--- config.mk ---
export PLATFORM = sky130hd
export DESIGN_NAME = tt_and_bist
export DESIGN_NICKNAME = d
export VERILOG_FILES = /design/src/rtl/tt_and_bist_pkg.sv /design/src/rtl/tt_and_bist_lfsr.sv /design/src/rtl/tt_and_bist.sv
export SDC_FILE = /design/constraint.sdc
export NUM_CORES = 1
export LEC_CHECK = 0
export ABC_AREA = 1
export ABC_CLOCK_PERIOD_IN_PS = 3000
export BUFFER_PORTS_ARGS = -buffer_cell sky130_fd_sc_hd__buf_2
export CORE_MARGIN = 2
export CORE_UTILIZATION = 40
export DETAILED_ROUTE_END_ITERATION = 7
export GPL_TIMING_DRIVEN = 0
export HOLD_SLACK_MARGIN = 0.03
export PLACE_DENSITY = 0.58
export SYNTH_ARGS = -nofsm -noshare
export SYNTH_HDL_FRONTEND = slang
export SYNTH_SLANG_ARGS = --single-unit
--- constraint.sdc ---
create_clock -name clk -period 3 [get_ports clk]
set_input_delay 0.15 -clock clk [delete_from_list [all_inputs] [get_ports clk]]
set_output_delay 0.15 -clock clk [all_outputs]
set_load 0.005 [all_outputs]
--- src/rtl/tt_and_bist_pkg.sv ---
// Shared types and constants for the tt_and_bist self-test sequencer.
// The LFSR step lives here so the generator and its consumers agree on the polynomial.
package tt_and_bist_pkg;

    typedef enum logic [1:0] {
        ST_IDLE,
        ST_RUN,
        ST_DRAIN,
        ST_DONE
    } bist_state_e;

    localparam int          LFSR_W       = 16;
    localparam logic [15:0] LFSR_TAPS    = 16'hB400;
    localparam logic [15:0] DEFAULT_SEED = 16'hACE1;

    localparam logic [7:0]  ERR_SAT = 8'd255;
    localparam logic [9:0]  NO_ERR  = 10'h3FF;

    // Fibonacci step, shifting left: new bit 0 is s[15]^s[13]^s[12]^s[10]
    function automatic logic [LFSR_W-1:0] lfsr_step(input logic [LFSR_W-1:0] s);
        return {s[LFSR_W-2:0], ^(s & LFSR_TAPS)};
    endfunction

endpackage

--- src/rtl/tt_and_bist_lfsr.sv ---
// 16-bit operand generator for the BIST: loadable with the seed, advances one step when enabled.
module tt_and_bist_lfsr
    import tt_and_bist_pkg::*;
#(
    parameter logic [LFSR_W-1:0] SEED = DEFAULT_SEED
) (
    input  logic              clk,
    input  logic              rst_n,
    input  logic              load,
    input  logic              shift_en,
    output logic [LFSR_W-1:0] state
);

    logic [LFSR_W-1:0] state_q;
    logic [LFSR_W-1:0] state_d;

    always_comb begin
        state_d = state_q;
        if (load) begin
            state_d = SEED;
        end else if (shift_en) begin
            state_d = lfsr_step(state_q);
        end
    end

    always_ff @(posedge clk or negedge rst_n) begin
        if (!rst_n) begin
            state_q <= SEED;
        end else begin
            state_q <= state_d;
        end
    end

    assign state = state_q;

endmodule

--- src/rtl/tt_and_bist.sv ---
// BIST sequencer for the registered 8-bit AND core: issues LFSR operands, delays the
// expected result by the core latency, and accumulates a saturating mismatch count.
module tt_and_bist
    import tt_and_bist_pkg::*;
#(
    parameter int                LATENCY = 1,
    parameter int                NUM_VEC = 16,
    parameter logic [LFSR_W-1:0] SEED    = DEFAULT_SEED
) (
    input  logic       clk,
    input  logic       rst_n,
    input  logic       start,
    output logic [7:0] a_out,
    output logic [7:0] b_out,
    input  logic [7:0] y_in,
    output logic       busy,
    output logic       done,
    output logic       pass,
    output logic [7:0] err_count,
    output logic [9:0] first_err
);

    localparam logic [9:0] LAST_IDX   = 10'(NUM_VEC - 1);
    localparam logic [2:0] LAST_DRAIN = 3'(LATENCY - 1);

    bist_state_e state_q, state_d;
    logic [9:0]  vec_idx_q, vec_idx_d;
    logic [2:0]  drain_cnt_q, drain_cnt_d;
    logic [7:0]  a_out_q, a_out_d;
    logic [7:0]  b_out_q, b_out_d;
    logic [7:0]  err_count_q, err_count_d;
    logic [9:0]  first_err_q, first_err_d;

    logic        line_valid_q [LATENCY];
    logic        line_valid_d [LATENCY];
    logic [7:0]  line_exp_q   [LATENCY];
    logic [7:0]  line_exp_d   [LATENCY];
    logic [9:0]  line_idx_q   [LATENCY];
    logic [9:0]  line_idx_d   [LATENCY];

    logic              lfsr_load;
    logic              lfsr_shift;
    logic [LFSR_W-1:0] lfsr_state;
    logic              start_accept;
    logic              tail_mismatch;

    tt_and_bist_lfsr #(
        .SEED (SEED)
    ) u_lfsr (
        .clk      (clk),
        .rst_n    (rst_n),
        .load     (lfsr_load),
        .shift_en (lfsr_shift),
        .state    (lfsr_state)
    );

    assign start_accept = start && (state_q == ST_IDLE || state_q == ST_DONE);

    // Operands are registered one step ahead of the LFSR so vector i appears with state i
    always_comb begin
        state_d     = state_q;
        vec_idx_d   = vec_idx_q;
        drain_cnt_d = drain_cnt_q;
        a_out_d     = 8'd0;
        b_out_d     = 8'd0;
        lfsr_load   = 1'b0;
        lfsr_shift  = 1'b0;
        case (state_q)
            ST_IDLE, ST_DONE: begin
                if (start_accept) begin
                    state_d   = ST_RUN;
                    vec_idx_d = 10'd0;
                    lfsr_load = 1'b1;
                    a_out_d   = SEED[15:8];
                    b_out_d   = SEED[7:0];
                end
            end
            ST_RUN: begin
                if (vec_idx_q == LAST_IDX) begin
                    state_d     = ST_DRAIN;
                    drain_cnt_d = 3'd0;
                end else begin
                    vec_idx_d  = vec_idx_q + 10'd1;
                    lfsr_shift = 1'b1;
                    {a_out_d, b_out_d} = lfsr_step(lfsr_state);
                end
            end
            ST_DRAIN: begin
                if (drain_cnt_q == LAST_DRAIN) begin
                    state_d = ST_DONE;
                end else begin
                    drain_cnt_d = drain_cnt_q + 3'd1;
                end
            end
            default: state_d = ST_IDLE;
        endcase
    end

    always_comb begin
        line_valid_d[0] = (state_q == ST_RUN);
        line_exp_d[0]   = a_out_q & b_out_q;
        line_idx_d[0]   = vec_idx_q;
        for (int i = 1; i < LATENCY; i++) begin
            line_valid_d[i] = line_valid_q[i-1];
            line_exp_d[i]   = line_exp_q[i-1];
            line_idx_d[i]   = line_idx_q[i-1];
        end
    end

    assign tail_mismatch = line_valid_q[LATENCY-1] && (y_in != line_exp_q[LATENCY-1]);

    always_comb begin
        err_count_d = err_count_q;
        first_err_d = first_err_q;
        if (start_accept) begin
            err_count_d = 8'd0;
            first_err_d = NO_ERR;
        end else if (tail_mismatch) begin
            if (err_count_q != ERR_SAT) begin
                err_count_d = err_count_q + 8'd1;
            end
            if (first_err_q == NO_ERR) begin
                first_err_d = line_idx_q[LATENCY-1];
            end
        end
    end

    always_ff @(posedge clk or negedge rst_n) begin
        if (!rst_n) begin
            state_q     <= ST_IDLE;
            vec_idx_q   <= 10'd0;
            drain_cnt_q <= 3'd0;
            a_out_q     <= 8'd0;
            b_out_q     <= 8'd0;
            err_count_q <= 8'd0;
            first_err_q <= NO_ERR;
            for (int i = 0; i < LATENCY; i++) begin
                line_valid_q[i] <= 1'b0;
                line_exp_q[i]   <= 8'd0;
                line_idx_q[i]   <= 10'd0;
            end
        end else begin
            state_q     <= state_d;
            vec_idx_q   <= vec_idx_d;
            drain_cnt_q <= drain_cnt_d;
            a_out_q     <= a_out_d;
            b_out_q     <= b_out_d;
            err_count_q <= err_count_d;
            first_err_q <= first_err_d;
            for (int i = 0; i < LATENCY; i++) begin
                line_valid_q[i] <= line_valid_d[i];
                line_exp_q[i]   <= line_exp_d[i];
                line_idx_q[i]   <= line_idx_d[i];
            end
        end
    end

    assign a_out     = a_out_q;
    assign b_out     = b_out_q;
    assign busy      = (state_q == ST_RUN) || (state_q == ST_DRAIN);
    assign done      = (state_q == ST_DONE);
    assign pass      = (state_q == ST_DONE) && (err_count_q == 8'd0);
    assign err_count = err_count_q;
    assign first_err = first_err_q;

endmodule
---- Word level (Yosys, flattened, before mapping) ----
Index checks and enable logic that the tools add are counted.
word-level totals
  output and inout bits ................... 37
  logic and storage cells ................. 76
  bits of input ports ..................... 11
  register bits ........................... 84
operators by class
  muxes and demuxes ....................... 28
  bitwise gates (word level) .............. 1
  reduce and logical (&&, ||, !) cells .... 21
  equality and inequality tests ........... 12
  add/sub/neg operators ................... 3
operators by type and width
  kind                                                              number
  8-bit 2-to-1 mux                                                  7
  10-bit 2-to-1 mux                                                 5
  16-bit 2-to-1 mux                                                 2
  8-bit one-hot mux with 2 select lines                             2
  10-bit one-hot mux with 2 select lines                            1
  16-bit parity                                                     1
  2-bit nonzero test                                                6
  10-bit by 1-bit adder with 10-bit output, second input constant   1
  10-bit == test, second input constant                             1
  10-bit by 4-bit == test with 1-bit output, second input constant  1
  3-bit AND reduction                                               3
  8-bit by 1-bit adder with 8-bit output, second input constant     1
  8-bit bitwise AND                                                 1
  8-bit zero test                                                   1
  2-bit inequality test, second input constant                      4
  8-bit inequality test                                             1
  8-bit inequality test, second input constant                      1
  2-bit 2-to-1 mux                                                  3
  3-bit 2-to-1 mux                                                  2
  2-bit one-hot mux with 3 select lines                             1
  3-bit one-hot mux with 2 select lines                             1
  2-bit == test, second input constant                              2
  1-bit 2-to-1 mux                                                  4
  2-bit AND reduction                                               2
  other kinds (8)                                                   11

---- Depth between registers and ports, before layout ----
Gate-level depths: netlist of run 1.
  depth in word-level cells ............... 6
  gate-level depth with buffers ........... 10
  mapped depth without buffers ............ 10

---- Hierarchy ----
From an unflattened synthesis of run 1, not the netlist that was laid out.
second synthesis, totals
  cell total of the unflattened synthesis .. 438
  area total of the unflattened synthesis .. 3886.2 um^2
by module, submodules not included
  module            cells an instance  seq. area each (um^2)  area each (um^2)  instances
  tt_and_bist       373                1714.1                 3224.3            1
  tt_and_bist_lfsr  65                 410.4                  661.9             1

---- Worst setup path after synthesis of run 1 ----
OpenSTA, ideal clock, no wires.
  path type ............................... reg-to-reg
  start ................................... register state_q[0]
  end ..................................... register b_out_q[0] (netlist: b_out[0])
  slack ................................... 1.372 ns
  path buffers ............................ 1
  library setup time ...................... 0.132 ns
  data required time ...................... 2.868 ns
  arrival time ............................ 1.496 ns
  clock period less this slack ............ 1.628 ns
  stages on the path, launching flop included .. 10
  path through ............................ dfrtp_1 inv_1 ha_1 nand2_1 inv_1 buf_2 a21oi_1 o21ai_0 nand2_1 nor2_1
between the ends
  longest elaborated chain between the ends .. 5
  elaborated cells on any way between the ends .. 8
  classes of those cells .................. eq/ne (2); mux (2); reduce/logical (4)
RTL lines
  item                                              RTL line                              RTL
  from (decl)                                       tt_and_bist.sv:26                     bist_state_e state_q, state_d;
  from (signal assigned)                            tt_and_bist.sv:143                    state_q <= state_d;
  2-bit == test or 2-bit zero test (tied branches)  tt_and_bist.sv:57, tt_and_bist.sv:68
  1-bit logical OR                                  tt_and_bist.sv:57                     assign start_accept = start && (state_q == ST_IDLE || state_q == ST_DONE);
  1-bit logical AND                                 tt_and_bist.sv:57
  8-bit 2-to-1 mux                                  tt_and_bist.sv:70                     if (start_accept) begin
  8-bit one-hot mux with 2 select lines (*)         tt_and_bist.sv:68                     case (state_q)
  via b_out_d[0]                                    tt_and_bist.sv:30                     logic [7:0] b_out_q, b_out_d;
  to (signal assigned)                              tt_and_bist.sv:147                    b_out_q <= b_out_d;
  to (decl)                                         tt_and_bist.sv:30
Mark *: on every way through the listed nets, which the timed path passes. The rest lies on a longest branch.
A chain may end at the register's enable or synchronous reset.

---- Final worst setup path of run 1 ----
  start ................................... register state_q[0]
  end ..................................... register err_count_q[6] (netlist: err_count[6])
between the ends
  longest elaborated chain between the ends .. 5
  elaborated cells on any way between the ends .. 8
  classes of those cells .................. eq/ne (1); mux (1); reduce/logical (6)
RTL lines
  item                                              RTL line            RTL
  2-bit == test or 2-bit zero test (tied branches)  tt_and_bist.sv:57
  1-bit logical OR (*)                              tt_and_bist.sv:57
  1-bit logical AND (*)                             tt_and_bist.sv:57
  2-bit nonzero test (no line)                      -
  2-bit AND reduction (no line)                     -
  to (signal assigned)                              tt_and_bist.sv:148  err_count_q <= err_count_d;
  to (decl)                                         tt_and_bist.sv:31   logic [7:0] err_count_q, err_count_d;
Every way passes the cells marked *; elsewhere a longest branch is shown, timed or not.

==> metrics, run 1 <==
status=finished, final reports clean; row count=35; Synth top cells by count=nand2_1 (121), dfrtp_1 (66), inv_1 (56), nor2_1 (34), nand3_1 (23); CTS Buffer Depth=2; Max Clk Rate=0.4955 GHz; xor/xnor share of the synthesized area=2.555%; post-synthesis sequential area ratio=56.34%; Slew HR=61.35%; Clock Skew=0.01345 ns; Core Area=9196 sq um; CP Launch Type=flip-flop; root buf cell=clkbuf_8; Hold Crit Class=primary input to asynchronous set/reset pin; buffer count from post-CTS setup fixing=0; worst skew pair latency=0.36 ns; Final setup violation count=0; vias in the first global route=2749; Netlist cell types=29; fin crit period=2.018 ns; area delta synth->final=16.89%; clock slew at reported path FFs=0.09 ns; HPWL after DPL=5253 um; number of synthesized register bits=84; routability cong.=0.7753; first-pass GRT wire length=13070 um; drt first pass iters=4; Place WS=0.9478 ns; CTS tree=done; share of cells above drive strength 1=20.82%; Vias/cell=4.732; clk sinks=84; CTS Buf Count=9; Tot Pwr=4235 uW; Hold Fails Final Rpt=0; fillers=879; via count=2844; average wire per standard cell=12.47 um; fin worst setup slack=0.9818 ns; Post-synth EDFFs=0; MaxCap Viol Count=0; worst slew pin tran=0.5767 ns; Worst EP arrival=2.28 ns; diode count=0; Mapped Cells=425; CP Data Required Time=3.26 ns; yosys warns=0; Crit Path Max Fanout=10; routed wire length=7492 um; fin nets=506; Synth Area in Adders=3.318%; die width=101.1 um; RSZ-0062 raised after global routing=false; drt first-iter violations=130; Synth async-reset ratio=100.0%; initial antenna violation count=0; largest net degree at the start of global routing=66; Starting Density=41.01%; full die area=10220 sq um; Setup TNS Final=0 ns; DRC=0; Cell Area, Synth=3771 sq um; most frequent cell after synthesis=nand2_1; Crit Path Category=flip-flop to flip-flop; Yosys top cell by area=dfrtp_1; ANT nets after route=0; Max Slew Vio Count=0; ranking of synthesized cells by area=dfrtp_1 (44%), dfstp_2 (13%), nand2_1 (12%); Synthesized Nets=446; Die Ht=101.1 um; area fraction of the dominant cell type after synthesis=43.80%; Synth Area in Compound Gates=5.242%; GRT overflow=0; Mean Syn Cell Area=8.873 sq um; pwr dens=960.8 nW/um^2; GRT Overall Usage=16.25%; H-tree depth=3; Max IR drop VDD=0.0003704 V; port bufs=47; dominant synthesized flop cell=dfrtp_1; CP endpoint kind=flip-flop; post-synthesis simple-gate area fraction=24.95%; multiplexer share of the synthesized area=0%; period utilization=67.27%; largest family of logic cells by synthesized area=simple AND/OR/NAND/NOR gates; boundary pin count=48; Leak=0.002325 uW
==> kinds of logic after synthesis <==
family | after synthesis
AND/OR/NAND/NOR | 213
flip-flops | 84
buffers and inverters | 69
AO/OA/AOI/OAI | 38
XOR/XNOR | 11
adder cells (fa/ha/maj) | 10
==> placed cells by master (no fill, tap or decap), types with 3 or more instances in the layout <==
cell type  netlist  routed
o21ai_0         18      18
buf_6            3       3
clkbuf_1         5       6
nand3_1         23      23
o21ai_1          8       8
nor3_2           3       3
nand2_2          4       4
nand2_1        121     121
inv_1           56      56
buf_2            1      47
a21oi_1         10      10
nor3_1           5       5
nand4_1         14      14
dfstp_2         18      18
xnor2_1          5       5
dfrtp_1         66      66
nor2_1          34      34
xor2_1           6       6
ha_1            10      10
clkbuf_8         0       9
==> layer usage <==
| metal | part of all wire [%] | GRT usage [%] | vias up |
|---|---|---|---|
| met5 | 0 | 0 | - |
| met4 | 1.9 | 7.484 | 0 |
| met3 | 3.2 | 2.635 | 14 |
| met2 | 45 | 24.66 | 53 |
| met1 | 50 | 22.86 | 1329 |
| li1 | - | - | 1448 |
==> through the flow <==
step | instance area (sq um) | utilization (%) | cells | hold slack [ns]
after floorplan | 3771 | - | 425 | -0.1456
after global placement | 4145 | 45.07 | 583 | 0.4161
after detailed placement | 4175 | 45.40 | 584 | 0.06942
after CTS | 4408 | 47.93 | 601 | 0.2233
after global routing | 4408 | 47.93 | 601 | 0.2515
final | 4408 | 47.93 | 601 | 0.2249
==> sequential cells by signal, summed over array words and instances (netlist names) <==
name	cells
b_out	8
first_err	10
u_lfsr.state	16
line_exp_q	8
line_idx_d	10
err_count	8
drain_cnt_q	3
line_valid_q	1
state_q	2
line_idx_q	10
a_out	8
==> final timing paths <==
| check | startpoint | endpoint | slack (ns) | depth (start not counted) |
|---|---|---|---|---|
| worst max-delay path | state_q[0]$_DFFE_PN0P_ | err_count[6]$_DFFE_PN0P_ | 0.98 | 8 |
| worst min-delay path | rst_n | line_idx_d[8]$_DFFE_PN0P_ | 0.22 | 2 |
| worst max register to register | state_q[0]$_DFFE_PN0P_ | err_count[6]$_DFFE_PN0P_ | 0.98 | 8 |
| worst min register to register | line_idx_d[3]$_DFFE_PN0P_ | line_idx_q[3]$_DFF_PN0_ | 0.43 | 0 |
| max in group asynchronous | rst_n | u_lfsr.state[13]$_DFFE_PN1P_ | 2.12 | 3 |
| min in group clk | start | state_q[0]$_DFFE_PN0P_ | 0.33 | 6 |
==> layout make-up <==
type,count,area [sq um],area share [%]
timing repair buffer,49,275.3,6.245
buffer,12,72.57,1.646
clock buffer,10,127.6,2.895
multi-input combinational,272,1360,30.85
tap,111,138.9,3.151
sequential,84,2125,48.20
clock inverter,6,95.09,2.157
inverter,57,214.0,4.854
==> critical path, cell delays in order (launching register included) <==
cell	delay, ns
dfrtp_1	0.43
inv_1	0.08
ha_1	0.31
nand2_1	0.26
inv_1	0.17
clkbuf_1	0.43
nor2_1	0.11
nand2_1	0.08
nand2_1	0.04
==> what timing repair did <==
| item | in CTS | in global routing |
|---|---|---|
| endpoints found under the hold margin | 19 | 0 |
| hold buffers | 1 | 0 |
| gates resized for setup | 0 | 0 |
==> power by group <==
part / internal (uW) / switching (uW) / total [uW]
clock: 478 / 428 / 906
sequential: 1540 / 239 / 1770
combinational: 562 / 992 / 1550
Power figures use the tool's default switching activity.
==> inputs of run 2 (changes only) <==
--- a/config.mk
+++ b/config.mk
@@ -6,14 +6,14 @@
 export NUM_CORES = 1
 export LEC_CHECK = 0
 export ABC_AREA = 1
-export ABC_CLOCK_PERIOD_IN_PS = 3000
+export ABC_CLOCK_PERIOD_IN_PS = 1700
 export BUFFER_PORTS_ARGS = -buffer_cell sky130_fd_sc_hd__buf_2
 export CORE_MARGIN = 2
 export CORE_UTILIZATION = 40
 export DETAILED_ROUTE_END_ITERATION = 7
 export GPL_TIMING_DRIVEN = 0
 export HOLD_SLACK_MARGIN = 0.03
-export PLACE_DENSITY = 0.58
+export PLACE_DENSITY = 0.6
 export SYNTH_ARGS = -nofsm -noshare
 export SYNTH_HDL_FRONTEND = slang
 export SYNTH_SLANG_ARGS = --single-unit
==> constraint.sdc (replaced) <==
create_clock -name clk -period 1.7 [get_ports clk]
set_input_delay 0.085 -clock clk [delete_from_list [all_inputs] [get_ports clk]]
set_output_delay 0.085 -clock clk [all_outputs]
set_load 0.005 [all_outputs]
==> run 2 against run 1 <==
  * Critical path type unchanged
  * Clock skew down 0.0020 ns
  * Largest cell class unchanged
  * Die area unchanged
  * Clock power is 55% higher
  * Design area increased by 1.7%
  * Register-to-register slack got worse by 0.87 ns
==> metrics, run 2 (same netlist as run 1, synthesis figures left out) <==
Core Area=9196 sq um (unchanged); fillers=865 (-1.6%); Layout Utilization=48.75% (+0.82 points); most frequent cells in the layout=nand2_1 (120), dfrtp_1 (64), inv_1 (55); commonest non-fill, non-tap cell in the layout=nand2_1; Reg area=2127 sq um (+0.12%); clock slew at reported path FFs=0.08 ns (about the same); boundary pin count=48 (unchanged); drt first-iter violations=132 (+1.5%); CTS Buf Count=9 (unchanged); via count=2853 (+0.32%); routed wire length=7252 um (-3.2%); r2r worst-path depth=7 (-1); HPWL after DPL=5132 um (-2.3%); area delta synth->final=18.88%; setup slack, reg-to-reg=0.11 ns (-0.87 ns); average wire per standard cell=12.01 um (-3.7%); Hold Fails Final Rpt=0 (unchanged); vias in the first global route=2554 (-7.1%); Max Slew Vio Count=0 (unchanged); CP Data Required Time=1.93 ns (-1.33 ns); share of cells above drive strength 1=22.92% (+2.1 points); Die Ht=101.1 um (unchanged); Hold Startpoint=start; r2r startpoint=state_q[1]$_DFFE_PN0P_; hold path depth=6; root buf cell=clkbuf_8; drt first pass iters=4 (unchanged); Starting Density=41.01% (unchanged); Final setup violation count=0 (unchanged); Crit Path Max Fanout=10 (unchanged); GRT Overall Usage=14.80% (-1.4 points); CP endpoint kind=flip-flop; Worst EP arrival=1.82 ns (-0.46 ns); clk sinks=84 (unchanged); full die area=10220 sq um (unchanged); Slew HR=68.64% (+7.3 points); port bufs=47 (unchanged); Clock Skew=0.01143 ns (-0.002015 ns); Setup TNS Final=0 ns (unchanged); Hold Crit Class=primary input to flip-flop; r2r endpoint=line_idx_d[2]$_DFFE_PN0P_; largest net degree at the start of global routing=58 (-12%); placed inst area=4175 sq um (unchanged); Final Instance Area=4483 sq um (+1.7%); Crit Path Category=flip-flop to flip-flop; Max Clk Rate=0.6287 GHz (+27%); diode count=0 (unchanged); fin nets=509 (+0.59%); die width=101.1 um (unchanged); Max IR drop VDD=0.0007983 V (+120%); number of flip-flops under the largest register name=16 (unchanged); worst slew pin tran=0.4705 ns (-0.1062 ns); Worst Hold Path EP=err_count[2]$_DFFE_PN0P_; first-pass GRT wire length=11920 um (-8.8%); fin crit period=1.591 ns (-0.4276 ns); initial antenna violation count=0 (unchanged); CTS tree=done; routability cong.=0.8175 (+5.4%); CTS Buffer Depth=2 (unchanged); Leak=0.002346 uW (+0.92%); Hold WS=0.1978 ns (-0.02714 ns); status=finished, final reports clean; ANT nets after route=0 (unchanged); DRC=0 (unchanged); CP Launch Type=flip-flop; worst skew pair latency=0.34 ns (-0.02 ns); period utilization=93.56% (+26 points); area occupied by multi-input gates=1421 sq um (+4.5%); row count=35 (unchanged); MaxCap Viol Count=0 (unchanged); H-tree depth=3 (unchanged); RSZ-0062 raised after global routing=false; pwr dens=1668 nW/um^2 (+74%); Vias/cell=4.724 (-0.18%); GRT overflow=0 (unchanged)
-- run 2: worst max-delay path by stage --
| stage | from | to | slack [ns] |
|---|---|---|---|
| finish | state_q[1]$_DFFE_PN0P_ | line_idx_d[2]$_DFFE_PN0P_ | 0.11 |
| global route | line_idx_d[1]$_DFFE_PN0P_ | a_out[5]$_DFF_PN0_ | 0.002 |
| CTS | state_q[1]$_DFFE_PN0P_ | line_idx_d[2]$_DFFE_PN0P_ | 0.02 |
| detailed placement | state_q[0]$_DFFE_PN0P_ | err_count[4]$_DFFE_PN0P_ | -0.30 |
| global placement | state_q[0]$_DFFE_PN0P_ | err_count[4]$_DFFE_PN0P_ | -0.30 |
| floorplan | state_q[0]$_DFFE_PN0P_ | b_out[0]$_DFF_PN0_ | 0.07 |
-- run 2: cell type report --
class | instances | area share, %
sequential | 84 | 47.45
multi-input combinational | 272 | 31.71
timing repair buffer | 52 | 6.922
inverter | 57 | 4.773
clock buffer | 12 | 3.238
tap | 111 | 3.098
buffer | 12 | 1.702
clock inverter | 4 | 1.116
-- run 2: stage by stage --
stage	cells	setup slack [ns]	power, uW
finish	604	0.1094	7477
global route	604	0.001971	8123
detailed placement	584	-0.3023	5900
global placement	583	-0.3000	5838
floorplan	425	0.07205	4982
CTS	602	0.02068	7372
-- run 2: where the power goes --
group,switching (uW),internal (uW)
Clock,686,718
Sequential,429,2720
Combinational,1790,1140
-- run 2: critical path, cell delays in order, from the launching register on --
cell,delay [ns]
dfrtp_2,0.46
ha_4,0.30
inv_1,0.05
nor2_1,0.25
o21ai_2,0.11
buf_4,0.18
nand3_1,0.07
nand2_1,0.06
-- run 2: metal layers --
metal / GRT usage, % / part of all wire, %
met3: 3.121 / 3.9
met2: 21.70 / 44
met5: 0 / 0
met4: 5.613 / 1.4
met1: 21.56 / 51
-- run 2: what timing repair did --
action	4_1_cts	5_1_grt
hold buffers	1	0
endpoints found under the hold margin	27	0
setup buffers	1	2
resized for setup	4	13
gates cloned	0	0
setup endpoints to repair	52	35
pin swaps	0	2
==> inputs of run 3 (changes only) <==
--- a/config.mk
+++ b/config.mk
@@ -14,6 +14,7 @@
 export GPL_TIMING_DRIVEN = 0
 export HOLD_SLACK_MARGIN = 0.03
 export PLACE_DENSITY = 0.6
+export RECOVER_POWER = 50
 export SYNTH_ARGS = -nofsm -noshare
 export SYNTH_HDL_FRONTEND = slang
 export SYNTH_SLANG_ARGS = --single-unit
==> run 3 against run 2 <==
  * Clock skew unchanged
  * Sequential cell count unchanged
  * First-iteration DRC count unchanged
  * Worst hold slack unchanged
  * Count of clock-buffer cells in the layout stayed put
  * Sequential share of layout area up 0.053 points
  * Global-route usage unchanged
  * Core utilization fell by 0.054 points
  * Worst setup slack is essentially flat
  * Via count unchanged
  * Register-to-register slack about the same
  * Clock power about the same
==> metrics, run 3 (same netlist as run 1, synthesis figures left out) <==
H-tree depth=3 (unchanged); met1 Track Usage GR=21.56% (unchanged); die width=101.1 um (unchanged); CP Launch Type=flip-flop; Starting Density=41.01% (unchanged); first-pass GRT wire length=11920 um (unchanged); Die Ht=101.1 um (unchanged); pwr dens=1669 nW/um^2 (about the same); gr busiest metal=met2; ANT nets after route=0 (unchanged); CTS Buffer Depth=2 (unchanged); initial antenna violation count=0 (unchanged); Core Area=9196 sq um (unchanged); worst slew pin tran=0.7731 ns (+0.3026 ns); Crit Path Category=flip-flop to flip-flop; number of flip-flops under the largest register name=16 (unchanged); Slew HR=48.46% (-20 points); via count=2853 (unchanged); Max Clk Rate=0.6287 GHz (about the same); full die area=10220 sq um (unchanged); commonest non-fill, non-tap cell in the layout=nand2_1; Hold Fails Final Rpt=0 (unchanged); Final setup violation count=0 (unchanged); fin crit period=1.591 ns (-0.00002600 ns); status=finished, final reports clean; HPWL after DPL=5132 um (unchanged); drt first-iter violations=132 (unchanged); Crit Path Max Fanout=10 (unchanged); drt first pass iters=4 (unchanged); fin worst setup slack=0.1095 ns (+0.00002600 ns); Final Instance Area=4478 sq um (-0.11%); period utilization=93.56% (about the same); placed inst area=4175 sq um (unchanged); CTS Buf Count=9 (unchanged); r2r startpoint=state_q[1]$_DFFE_PN0P_; port bufs=47 (unchanged); Layout Utilization=48.69% (-0.054 points); share of cells above drive strength 1=22.52% (-0.41 points); fin nets=509 (unchanged); area delta synth->final=18.75%; Hold Crit Class=primary input to flip-flop; largest net degree at the start of global routing=58 (unchanged); most frequent cells in the layout=nand2_1 (120), dfrtp_1 (64), inv_1 (55); boundary pin count=48 (unchanged); average wire per standard cell=12.01 um (about the same); CP endpoint kind=flip-flop; GR met3 Demand/Resource=3.121% (unchanged); vias in the first global route=2554 (unchanged); Tot Pwr=7473 uW (about the same); Vias/cell=4.724 (unchanged); r2r endpoint=line_idx_d[2]$_DFFE_PN0P_; Leak=0.002337 uW (-0.36%); Clock Skew=0.01143 ns (unchanged); Max IR drop VDD=0.0007982 V (about the same); worst skew pair latency=0.34 ns (about the same); Worst EP arrival=1.82 ns (about the same); setup slack, reg-to-reg=0.11 ns (about the same); clk sinks=84 (unchanged); met2 Use GR=21.70% (unchanged); root buf cell=clkbuf_8; Worst Hold Path EP=err_count[2]$_DFFE_PN0P_; Max Slew Vio Count=0 (unchanged); r2r worst-path depth=7 (unchanged); GRT overflow=0 (unchanged); routability cong.=0.8175 (unchanged); routed wire length=7254 um (about the same); Hold Startpoint=start; critical path startpoint=state_q[1]$_DFFE_PN0P_; RSZ-0062 raised after global routing=false; diode count=0 (unchanged); GRT Overall Usage=14.80% (unchanged); row count=35 (unchanged); DRC=0 (unchanged); clock slew at reported path FFs=0.08 ns (about the same); CP Data Required Time=1.93 ns (about the same); CTS tree=done; MaxCap Viol Count=0 (unchanged); hold path depth=6 (unchanged); Place WS=-0.3023 ns (unchanged)
## run 3: changes by cell type in the layout (fill, tap and decap cells not counted), sizes merged
cell,change
buf,-3
clkbuf,+3
## run 3: worst max path at each step
stage	to	slack [ns]
3_3_place_gp	err_count[4]$_DFFE_PN0P_	-0.30
5_1_grt	a_out[5]$_DFF_PN0_	0.002
6_report	line_idx_d[2]$_DFFE_PN0P_	0.11
3_5_place_dp	err_count[4]$_DFFE_PN0P_	-0.30
2_1_floorplan	b_out[0]$_DFF_PN0_	0.07
4_1_cts	line_idx_d[2]$_DFFE_PN0P_	0.02
## run 3: area by class of cell
class                   instances  area, sq um
plain buffers                  12        76.32
fillers                       865         4718
clock inverters                 4        50.05
inverters                      57        214.0
flip-flops and latches         84         2127
clock buffers                  12        145.1
repair buffers                 52        305.3
well taps                     111        138.9
multi-input cells             272         1421
## run 3: stage by stage
step | instances | hold WS [ns] | TNS (ns)
floorplan | 425 | -0.2106 | 0
global placement | 583 | 0.4115 | -15.28
detailed placement | 584 | 0.04898 | -7.684
CTS | 602 | 0.1810 | 0
global route | 604 | 0.2118 | 0
finish | 604 | 0.1978 | 0
## run 3: where the power goes
group / switching (uW) / internal, uW / total (uW)
combinational: 1790 / 1130 / 2920
clock: 686 / 718 / 1400
sequential: 430 / 2720 / 3140
total: 2910 / 4560 / 7470
## run 3: routing by layer
metal / wire length, um / share of wire, %
met5: 0 / 0
met1: 3684 / 51
met3: 288 / 4.0
met2: 3183 / 44
met4: 98 / 1.4
## run 3: what timing repair did
item,CTS,global route
gates resized for setup,4,13
pin swaps,0,2
hold endpoints to repair,27,0
buffers inserted,1,2
setup endpoints to repair,52,35
hold buffers,1,0
## run 3: critical path: stages, from the launching register on
cell and delay, ns:
dfrtp_2 0.46, ha_4 0.30, inv_1 0.05, nor2_1 0.25, o21ai_2 0.11, buf_4 0.18, nand3_1 0.07, nand2_1 0.06
